`src/rtl/dsp_io_router.sv`:
```
// dsp_io_router: frame-synchronous router between the DSP I/O bus, the ADAT channels and the
// metering memory.
// - DSP reads return a per-frame snapshot of the inputs.
// - DSP writes go to a shadow bank that is committed to the outputs on frame_sync.
// - Writes to the meter region pass through to the meter memory.
// Optional feature macro: DSP_IO_PEAK_METER_EN adds per-channel peak tracking plus a
// per-frame peak dump into the meter memory.
module dsp_io_router #(
    parameter int unsigned IO_WIDTH         = 24,
    parameter int unsigned IO_ADDR_WIDTH    = 10,
    parameter int unsigned NUM_CHANNELS     = 8,
    parameter int unsigned METER_ADDR_WIDTH = 8,
    parameter logic [METER_ADDR_WIDTH-1:0] PEAK_BASE = 8'hF0
) (
    input  logic                             clk,
    input  logic                             reset_n,
    input  logic                             frame_sync,
    input  logic [NUM_CHANNELS*IO_WIDTH-1:0] audio_inputs,
    output logic [NUM_CHANNELS*IO_WIDTH-1:0] audio_outputs,
    input  logic [IO_ADDR_WIDTH-1:0]         io_rd_addr,
    input  logic                             io_rd_en,
    output logic [IO_WIDTH-1:0]              io_rd_data,
    input  logic [IO_ADDR_WIDTH-1:0]         io_wr_addr,
    input  logic [IO_WIDTH-1:0]              io_wr_data,
    input  logic                             io_wr_en,
    output logic [METER_ADDR_WIDTH-1:0]      meter_wr_addr,
    output logic [IO_WIDTH-1:0]              meter_wr_data,
    output logic                             meter_wr_en,
    output logic                             frame_overrun,
    input  logic                             overrun_clr
);

    localparam int unsigned LO_W = IO_ADDR_WIDTH - 1;
    localparam logic [IO_ADDR_WIDTH-1:0] NUM_CH_A = IO_ADDR_WIDTH'(NUM_CHANNELS);

    logic [NUM_CHANNELS-1:0][IO_WIDTH-1:0] snapshot_q;
    logic [NUM_CHANNELS-1:0][IO_WIDTH-1:0] shadow_q;
    logic [NUM_CHANNELS-1:0][IO_WIDTH-1:0] outputs_q;
    logic [IO_WIDTH-1:0]                   rd_data_q;
    logic [IO_WIDTH-1:0]                   rd_word;
    logic [LO_W-1:0]                       rd_lo;
    logic [LO_W-1:0]                       wr_lo;
    logic                                  rd_adat;
    logic                                  wr_adat;
    logic                                  wr_meter;
    logic [NUM_CHANNELS-1:0]               wr_sel;
    logic [METER_ADDR_WIDTH-1:0]           meter_addr_q;
    logic [IO_WIDTH-1:0]                   meter_data_q;
    logic                                  meter_en_q;

    assign rd_lo    = io_rd_addr[LO_W-1:0];
    assign wr_lo    = io_wr_addr[LO_W-1:0];
    assign rd_adat  = !io_rd_addr[IO_ADDR_WIDTH-1] && ({1'b0, rd_lo} < NUM_CH_A);
    assign wr_adat  = io_wr_en && !io_wr_addr[IO_ADDR_WIDTH-1] && ({1'b0, wr_lo} < NUM_CH_A);
    assign wr_meter = io_wr_en && io_wr_addr[IO_ADDR_WIDTH-1];

    // Decode read mux and one-hot write select over the ADAT channels
    always_comb begin
        rd_word = '0;
        wr_sel  = '0;
        for (int c = 0; c < NUM_CHANNELS; c++) begin
            if (rd_adat && (rd_lo == LO_W'(c))) rd_word = snapshot_q[c];
            wr_sel[c] = wr_adat && (wr_lo == LO_W'(c));
        end
    end

    // Snapshot/commit on frame_sync; shadow writes land after the commit samples the old value
    always_ff @(posedge clk or negedge reset_n) begin
        if (!reset_n) begin
            snapshot_q <= '0;
            shadow_q   <= '0;
            outputs_q  <= '0;
        end else begin
            if (frame_sync) begin
                snapshot_q <= audio_inputs;
                outputs_q  <= shadow_q;
            end
            for (int c = 0; c < NUM_CHANNELS; c++) begin
                if (wr_sel[c]) shadow_q[c] <= io_wr_data;
            end
        end
    end

    // Registered read port; holds while io_rd_en is low
    always_ff @(posedge clk or negedge reset_n) begin
        if (!reset_n) begin
            rd_data_q <= '0;
        end else if (io_rd_en) begin
            rd_data_q <= rd_word;
        end
    end

`ifdef DSP_IO_PEAK_METER_EN
    localparam int unsigned CH_W = (NUM_CHANNELS > 1) ? $clog2(NUM_CHANNELS) : 1;

    typedef enum logic [0:0] {StIdle, StDump} state_e;

    state_e                                state_q;
    logic [CH_W-1:0]                       ch_q;
    logic [NUM_CHANNELS-1:0][IO_WIDTH-1:0] peak_q;
    logic [NUM_CHANNELS-1:0][IO_WIDTH-1:0] dump_q;
    logic                                  overrun_q;
    logic [IO_WIDTH-1:0]                   wr_abs;

    // Saturating magnitude: the most negative code maps to the largest positive one
    always_comb begin
        wr_abs = io_wr_data;
        if (io_wr_data[IO_WIDTH-1]) begin
            if (io_wr_data == {1'b1, {(IO_WIDTH-1){1'b0}}}) begin
                wr_abs = {1'b0, {(IO_WIDTH-1){1'b1}}};
            end else begin
                wr_abs = ~io_wr_data + 1'b1;
            end
        end
    end

    // Per-frame peak tracking; a write in the frame_sync cycle seeds the new frame
    always_ff @(posedge clk or negedge reset_n) begin
        if (!reset_n) begin
            peak_q <= '0;
        end else begin
            for (int c = 0; c < NUM_CHANNELS; c++) begin
                if (frame_sync) begin
                    peak_q[c] <= wr_sel[c] ? wr_abs : '0;
                end else if (wr_sel[c] && (wr_abs > peak_q[c])) begin
                    peak_q[c] <= wr_abs;
                end
            end
        end
    end

    // Dump FSM with registered meter port; DSP passthrough pre-empts the dump for a cycle
    always_ff @(posedge clk or negedge reset_n) begin
        if (!reset_n) begin
            state_q      <= StIdle;
            ch_q         <= '0;
            dump_q       <= '0;
            overrun_q    <= 1'b0;
            meter_en_q   <= 1'b0;
            meter_addr_q <= '0;
            meter_data_q <= '0;
        end else begin
            meter_en_q <= 1'b0;
            if (wr_meter) begin
                meter_en_q   <= 1'b1;
                meter_addr_q <= io_wr_addr[METER_ADDR_WIDTH-1:0];
                meter_data_q <= io_wr_data;
            end
            if (frame_sync && (state_q == StDump)) begin
                overrun_q <= 1'b1;
            end else if (overrun_clr) begin
                overrun_q <= 1'b0;
            end
            if (frame_sync) begin
                dump_q  <= peak_q;
                ch_q    <= '0;
                state_q <= StDump;
            end else if ((state_q == StDump) && !wr_meter) begin
                meter_en_q   <= 1'b1;
                meter_addr_q <= PEAK_BASE + METER_ADDR_WIDTH'(ch_q);
                meter_data_q <= dump_q[ch_q];
                ch_q         <= ch_q + 1'b1;
                if (ch_q == CH_W'(NUM_CHANNELS - 1)) state_q <= StIdle;
            end
        end
    end

    assign frame_overrun = overrun_q;
`else
    logic unused_overrun_clr;

    assign unused_overrun_clr = overrun_clr;

    // Registered meter passthrough only
    always_ff @(posedge clk or negedge reset_n) begin
        if (!reset_n) begin
            meter_en_q   <= 1'b0;
            meter_addr_q <= '0;
            meter_data_q <= '0;
        end else begin
            meter_en_q <= wr_meter;
            if (wr_meter) begin
                meter_addr_q <= io_wr_addr[METER_ADDR_WIDTH-1:0];
                meter_data_q <= io_wr_data;
            end
        end
    end

    assign frame_overrun = 1'b0;
`endif

    assign audio_outputs = outputs_q;
    assign io_rd_data    = rd_data_q;
    assign meter_wr_addr = meter_addr_q;
    assign meter_wr_data = meter_data_q;
    assign meter_wr_en   = meter_en_q;

endmodule

```
`config.mk`:
```
export PLATFORM = sky130hd
export DESIGN_NAME = dsp_io_router
export DESIGN_NICKNAME = d
export VERILOG_FILES = /design/src/rtl/dsp_io_router.sv
export SDC_FILE = /design/constraint.sdc
export NUM_CORES = 1
export LEC_CHECK = 0
export CAP_MARGIN = 25
export CORE_ASPECT_RATIO = 1.75
export CORE_MARGIN = 2
export CORE_UTILIZATION = 56
export CTS_CLUSTER_SIZE = 10
export DETAILED_ROUTE_END_ITERATION = 10
export PLACE_DENSITY_LB_ADDON = 0.15
export SETUP_SLACK_MARGIN = 0.15
export SYNTH_ARGS = -nofsm -noshare
export SYNTH_HDL_FRONTEND = slang
export SYNTH_SLANG_ARGS = --single-unit
```
`constraint.sdc`:
```
create_clock -name clk -period 3.2 [get_ports clk]
set_input_delay 0.64 -clock clk [delete_from_list [all_inputs] [get_ports clk]]
set_output_delay 0.64 -clock clk [all_outputs]
set_load 0.01 [all_outputs]
```
==> impl_metrics.tcl, run 1 <==
set metrics [dict create \
    finalHoldViolCount 0 \
    p_sw_frac 0.2337 \
    clkSinkCount 633 \
    maxSlewHeadroom 0.2707 \
    async_reset_ff_frac 1.000 \
    whs_ps 0.1887 \
    synth_common_cells "dfrtp_1 (633), mux2_2 (584), clkbuf_1 (97)" \
    cp_common_cell "buf_4" \
    worstPathRequired_ps 3670 \
    finalCritPeriodShare 0.8701 \
    antenna_left 0 \
    final_cell_count_no_fill 2748 \
    wl_per_cell_um 26.01 \
    place_inst 2663 \
    cts_tree "built" \
    place_hpwl_um 49060 \
    min_period_ps 2784 \
    grt_pass1_vias 17892 \
    grt_max_degree 88 \
    grt_setup_unrepaired "false" \
    wl_met1_um 25400 \
    pre_cts_ws_ps -115.0 \
    switchingPower_w 0.004129 \
    final_max_slew_viol_count 0 \
    post_cts_buffers 0 \
    drt_iter0_markers 1036 \
    synth_cells 1650 \
    grt_pass1_wl_um 107400 \
    fmax_mhz 359.1 \
    row_count 102 \
    slowest_delay_ps 670 \
    yosys.cell_count.top_type "dfrtp_1" \
    dr_wl_met3_um 5115 \
    syn_nets 1892 \
    viasPerCell 5.878 \
    intPower_w 0.01354 \
    worst_slew_pin_slew_ps 1087 \
    ys_warn_count 0 \
    post_cts_resized 0 \
    final_nets 2408 \
    fin_ws_ps 415.6 \
    setup_viol 0 \
    powerDensity_mw_per_mm2 533.0 \
    synthFlopType "dfrtp_1" \
    synth_top_cell_by_area "dfrtp_1" \
    worst_setup_path_end_kind "register" \
    synth_top_area_frac 0.6280 \
    power_frac_comb 0.104 \
    ys_ff_latch 633 \
    die_w_um 164.4 \
    status "finished clean" \
    vdd_drop_max_mv 0.4634 \
    hold_class "in -> async" \
    drc 0 \
    clk_path_buf_depth 3 \
    cts_max_level 3 \
    clk_latency_ps 590 \
    clkPwrFrac 0.408 \
    start_util 0.5679 \
    synth_edf_count 0 \
    finalClockSkew_ps 15.93 \
    p_leak_nw 15.06 \
    wl_met2_um 36130 \
    slowest_stage "nor4b_1" \
    synthesis.area_mm2 0.02522 \
    via_count 16152 \
    cts_root_buffer "clkbuf_16" \
    overflow 0 \
    yosysUniqueCellTypes 34 \
    cts_hold_buf 0 \
    maxUsedRoutingLayer "met5" \
    cp-start-kind "primary input" \
    synth_area_leaders "dfrtp_1 (63%), mux2_2 (26%), clkbuf_1 (1.4%)" \
    area_growth_pct 31.44 \
    path_cells "clkdlybuf4s50_1, nor4b_1, buf_4, nand3b_1, or4b_1, buf_4, mux2_1" \
    die_area_mm2 0.04682 \
    yosysSeqAreaShare 0.6280 \
    fp.coreArea_mm2 0.04441 \
    grt_usage 0.3075 \
    io_buffers 489 \
    gp_congestion 0.9428 \
    drive_above_1_share 0.3577 \
    drt_pass1_iterations 5 \
    die_h_um 284.7 \
    critical_path_class "in -> reg" \
    antenna_found_initial 5 \
    wirelength_um 71480 \
    cts.clk_slew.worst_paths_ps 50 \
    syn_avg_cell_area_um2 15.29 \
    crit_arrival_ps 3250 \
    p_seq_frac 0.488 \
    critPathMaxFanout 8 \
    cap_violations 0 \
    ios 492 \
    cts_made_buffers 73 \
]
[per-layer routing]
metal	vias to the layer above	track usage
met2	591	0.5223
met3	171	0.07287
li1	7000	-
met4	2	0.1911
met5	-	0
met1	8388	0.3465
[through the flow]
stage | utilization | area (um2) | total power (W) | setup TNS, ps
2_1_floorplan | - | 25220 | 0.009455 | 0
5_1_grt | 0.7464 | 33150 | 0.01830 | 0
4_1_cts | 0.7462 | 33140 | 0.01781 | 0
3_3_place_gp | 0.7022 | 31190 | 0.01053 | -1169
6_report | 0.7465 | 33150 | 0.01767 | 0
3_5_place_dp | 0.7022 | 31190 | 0.01059 | -2409
[layout by cell type, fill, tap and decap left out, types with 4 or more instances in the layout]
cell type	n
dfrtp_1	633
or3b_2	24
a21oi_1	24
nor3b_1	24
clkbuf_16	75
o221ai_1	24
mux2_2	584
buf_12	23
buf_4	48
a32o_1	24
mux2_1	24
o221a_1	24
o21ai_0	48
a311oi_1	24
nand2_1	26
clkdlybuf4s50_1	483
buf_2	4
diode_2	4
nor2_1	25
[final timing paths]
path                                                  from                        endpoint  slack, ps  depth (start not counted)
worst min register to register    shadow_q[47]$_DFFE_PN0P_   audio_outputs[47]$_DFFE_PN0P_        480                          1
min in group clk                  shadow_q[47]$_DFFE_PN0P_   audio_outputs[47]$_DFFE_PN0P_        480                          1
worst min-delay path                               reset_n       snapshot_q[8]$_DFFE_PN0P_        0.2                          1
worst max register to register  snapshot_q[14]$_DFFE_PN0P_      io_rd_data[14]$_DFFE_PN0P_       1070                          6
max in group asynchronous                          reset_n  audio_outputs[187]$_DFFE_PN0P_       2210                          2
worst max-delay path                         io_wr_addr[9]       shadow_q[118]$_DFFE_PN0P_        420                          7
[power groups by stage]
stage	Sequential [W]	Combinational (W)	Clock, W
after global placement	0.00873	0.00180	0
after floorplan	0.00875	0.000701	0
after global routing	0.00866	0.00195	0.00768
final	0.00862	0.00183	0.00721
after CTS	0.00862	0.00185	0.00734
after detailed placement	0.00875	0.00184	0
[cell families after synthesis]
kind of cell	share of synthesized area
other	0.0001487
AND/OR/NAND/NOR	0.02922
buffers and inverters	0.01994
flip-flops	0.6280
multiplexers	0.2715
AO/OA/AOI/OAI	0.05120
[flip-flops by register name (all words and copies together) (netlist names)]
| register | count |
|---|---|
| audio_outputs | 192 |
| shadow_q | 192 |
| snapshot_q | 192 |
| io_rd_data | 24 |
| meter_wr_data | 24 |
| meter_wr_addr | 8 |
| meter_wr_en | 1 |
[critical path: cells and delay by family]
| family | cells | cell delay [ps] |
|---|---|---|
| buffers and inverters | 3 | 900 |
| muxes | 1 | 320 |
| and+or+nand+nor | 3 | 1390 |
[layout make-up]
cell class / count / area, um2
multi-input combinational: 896 / 8917
tap: 572 / 715.7
timing repair buffer: 560 / 5705
antenna: 4 / 10.01
inverter: 2 / 7.507
fill: 2858 / 11260
clock inverter: 6 / 78.83
sequential: 633 / 15840
clock buffer: 75 / 1877
Power figures use the tool's default switching activity.
==> run 2: changes to the inputs <==
- CORE_MARGIN: 2 -> unset
- GPL_ROUTABILITY_DRIVEN: unset -> 0
==> impl_metrics.tcl, run 2 (synthesized netlist as in run 1, its figures left out) <==
set metrics [dict create \
    final_max_slew_viol_count 0 \
    cp_top_family "simple AND/OR/NAND/NOR gates" \
    slowest_delay_ps 610 \
    fp.coreArea_mm2 0.04429 \
    worstPathRequired_ps 3640 \
    wirelength_um 71000 \
    critical_path_class "in -> reg" \
    cts_made_buffers 73 \
    place_hpwl_um 48970 \
    wl_per_cell_um 25.78 \
    reg2reg_slack_ps 1280 \
    worst_setup_path_end_kind "register" \
    final_nets 2413 \
    min_period_ps 2761 \
    drive_above_1_share 0.3589 \
    antenna_left 0 \
    slowest_stage "nor4_1" \
    cts.clk_slew.worst_paths_ps 60 \
    row_count 102 \
    die_w_um 162.4 \
    crit_arrival_ps 3200 \
    post_cts_buffers 0 \
    cts_tree "built" \
    grt_usage 0.3140 \
    p_leak_nw 15.04 \
    cap_violations 0 \
    drc 0 \
    fmax_mhz 362.2 \
    clk_path_buf_depth 3 \
    r2r_start "snapshot_q[15]$_DFFE_PN0P_" \
    io_buffers 489 \
    drt_pass1_iterations 5 \
    final.fill_count 2791 \
    vdd_drop_max_mv 0.4772 \
    cts_root_buffer "clkbuf_16" \
    reg2reg_depth 6 \
    status "finished with violations" \
    r2r_end "io_rd_data[15]$_DFFE_PN0P_" \
    place_inst 2668 \
    violations "negative hold slack" \
    grt_max_degree 84 \
    die_area_mm2 0.04592 \
    finalHoldViolCount 1 \
    final_common_cell "dfrtp_1" \
    startpoint "io_wr_addr[3]" \
    drt_iter0_markers 951 \
    hold_class "in -> async" \
    ios 492 \
    cts_max_level 3 \
    critPathMaxFanout 24 \
    worst_slew_pin_slew_ps 812.4 \
    area_growth_pct 31.25 \
    die_h_um 282.7 \
    grt_setup_unrepaired "false" \
    finalClockSkew_ps 20.43 \
    start_util 0.5695 \
    cts_hold_buf 0 \
    clkSinkCount 633 \
    powerDensity_mw_per_mm2 530.4 \
    finalCritPeriodShare 0.8628 \
    via_count 16174 \
    clk_latency_ps 590 \
    post_cts_resized 0 \
    cp_num_buf_inv 3 \
    grt_pass1_wl_um 106500 \
    setup_viol 0 \
    overflow 0 \
    final_cell_count_no_fill 2754 \
    whs_ps -4.174 \
    cp-start-kind "primary input" \
    grt_pass1_vias 17931 \
    maxSlewHeadroom 0.4547 \
    path_cells "clkdlybuf4s50_1, nor4_1, buf_4, nand3b_1, or4b_1, buf_12, mux2_1" \
    viasPerCell 5.873 \
    antenna_found_initial 7 \
    final_cell_mix "dfrtp_1 (633), mux2_2 (584), clkdlybuf4s50_1 (483)" \
]
[run 2: cell count changes in the layout (fill, tap and decap cells not counted)]
cell | previous run | this run
buf_12 | 23 | 19
buf_4 | 48 | 57
clkbuf_16 | 75 | 73
diode_2 | 4 | 6
inv_6 | 3 | 4
[run 2: stage by stage]
| stage | total power, W | setup slack [ps] | setup TNS (ps) | area (um2) | utilization |
|---|---|---|---|---|---|
| global route | 0.01816 | 363.1 | 0 | 33100 | 0.7475 |
| floorplan | 0.009455 | 758.4 | 0 | 25220 | - |
| global placement | 0.01053 | -130.9 | -4974 | 31170 | 0.7039 |
| detailed placement | 0.01060 | -169.3 | -5373 | 31170 | 0.7039 |
| CTS | 0.01771 | 417.7 | 0 | 33090 | 0.7472 |
| finish | 0.01756 | 438.9 | 0 | 33100 | 0.7475 |
[run 2: area by class of cell]
class                      instances  area (um2)  area share
antenna                            6       15.01   0.0004536
clock buffer                      73        1827     0.05518
clock inverter                     7       87.58    0.002646
inverter                           2       7.507   0.0002268
multi-input combinational        896        8917      0.2694
sequential                       633       15840      0.4785
tap                              572       715.7     0.02162
timing repair buffer             565        5693      0.1720
[run 2: worst reg2reg max path, cell delays in order (launching register included)]
cell	delay, ps
dfrtp_1	340
or3b_2	440
a21oi_1	270
a311oi_1	160
buf_4	210
o221ai_1	220
o221a_1	210
[run 2: layer usage]
metal | track usage | share of wire
met1 | 0.3430 | 0.35
met2 | 0.5346 | 0.51
met3 | 0.07951 | 0.073
met4 | 0.2155 | 0.070
met5 | 0 | 0.00018
[run 2: where the power goes]
group | switching [W] | internal (W) | total [W]
sequential | 0.000220 | 0.00841 | 0.00863
combinational | 0.000848 | 0.000987 | 0.00183
clock | 0.00304 | 0.00406 | 0.00709
[run 2: worst max path at each step]
stage               cells after the start  slack, ps                          to
floorplan                               7        760  io_rd_data[10]$_DFFE_PN0P_
global placement                        7       -130   shadow_q[102]$_DFFE_PN0P_
detailed placement                      7       -170   shadow_q[103]$_DFFE_PN0P_
CTS                                     7        420   shadow_q[103]$_DFFE_PN0P_
global route                            7        360   shadow_q[102]$_DFFE_PN0P_
finish                                  7        440   shadow_q[103]$_DFFE_PN0P_
==> run 3: changes to the inputs <==
- SLEW_MARGIN: unset -> 20
==> results of run 3 <==
Final layout, timing and power as in run 2 (identical DEF).
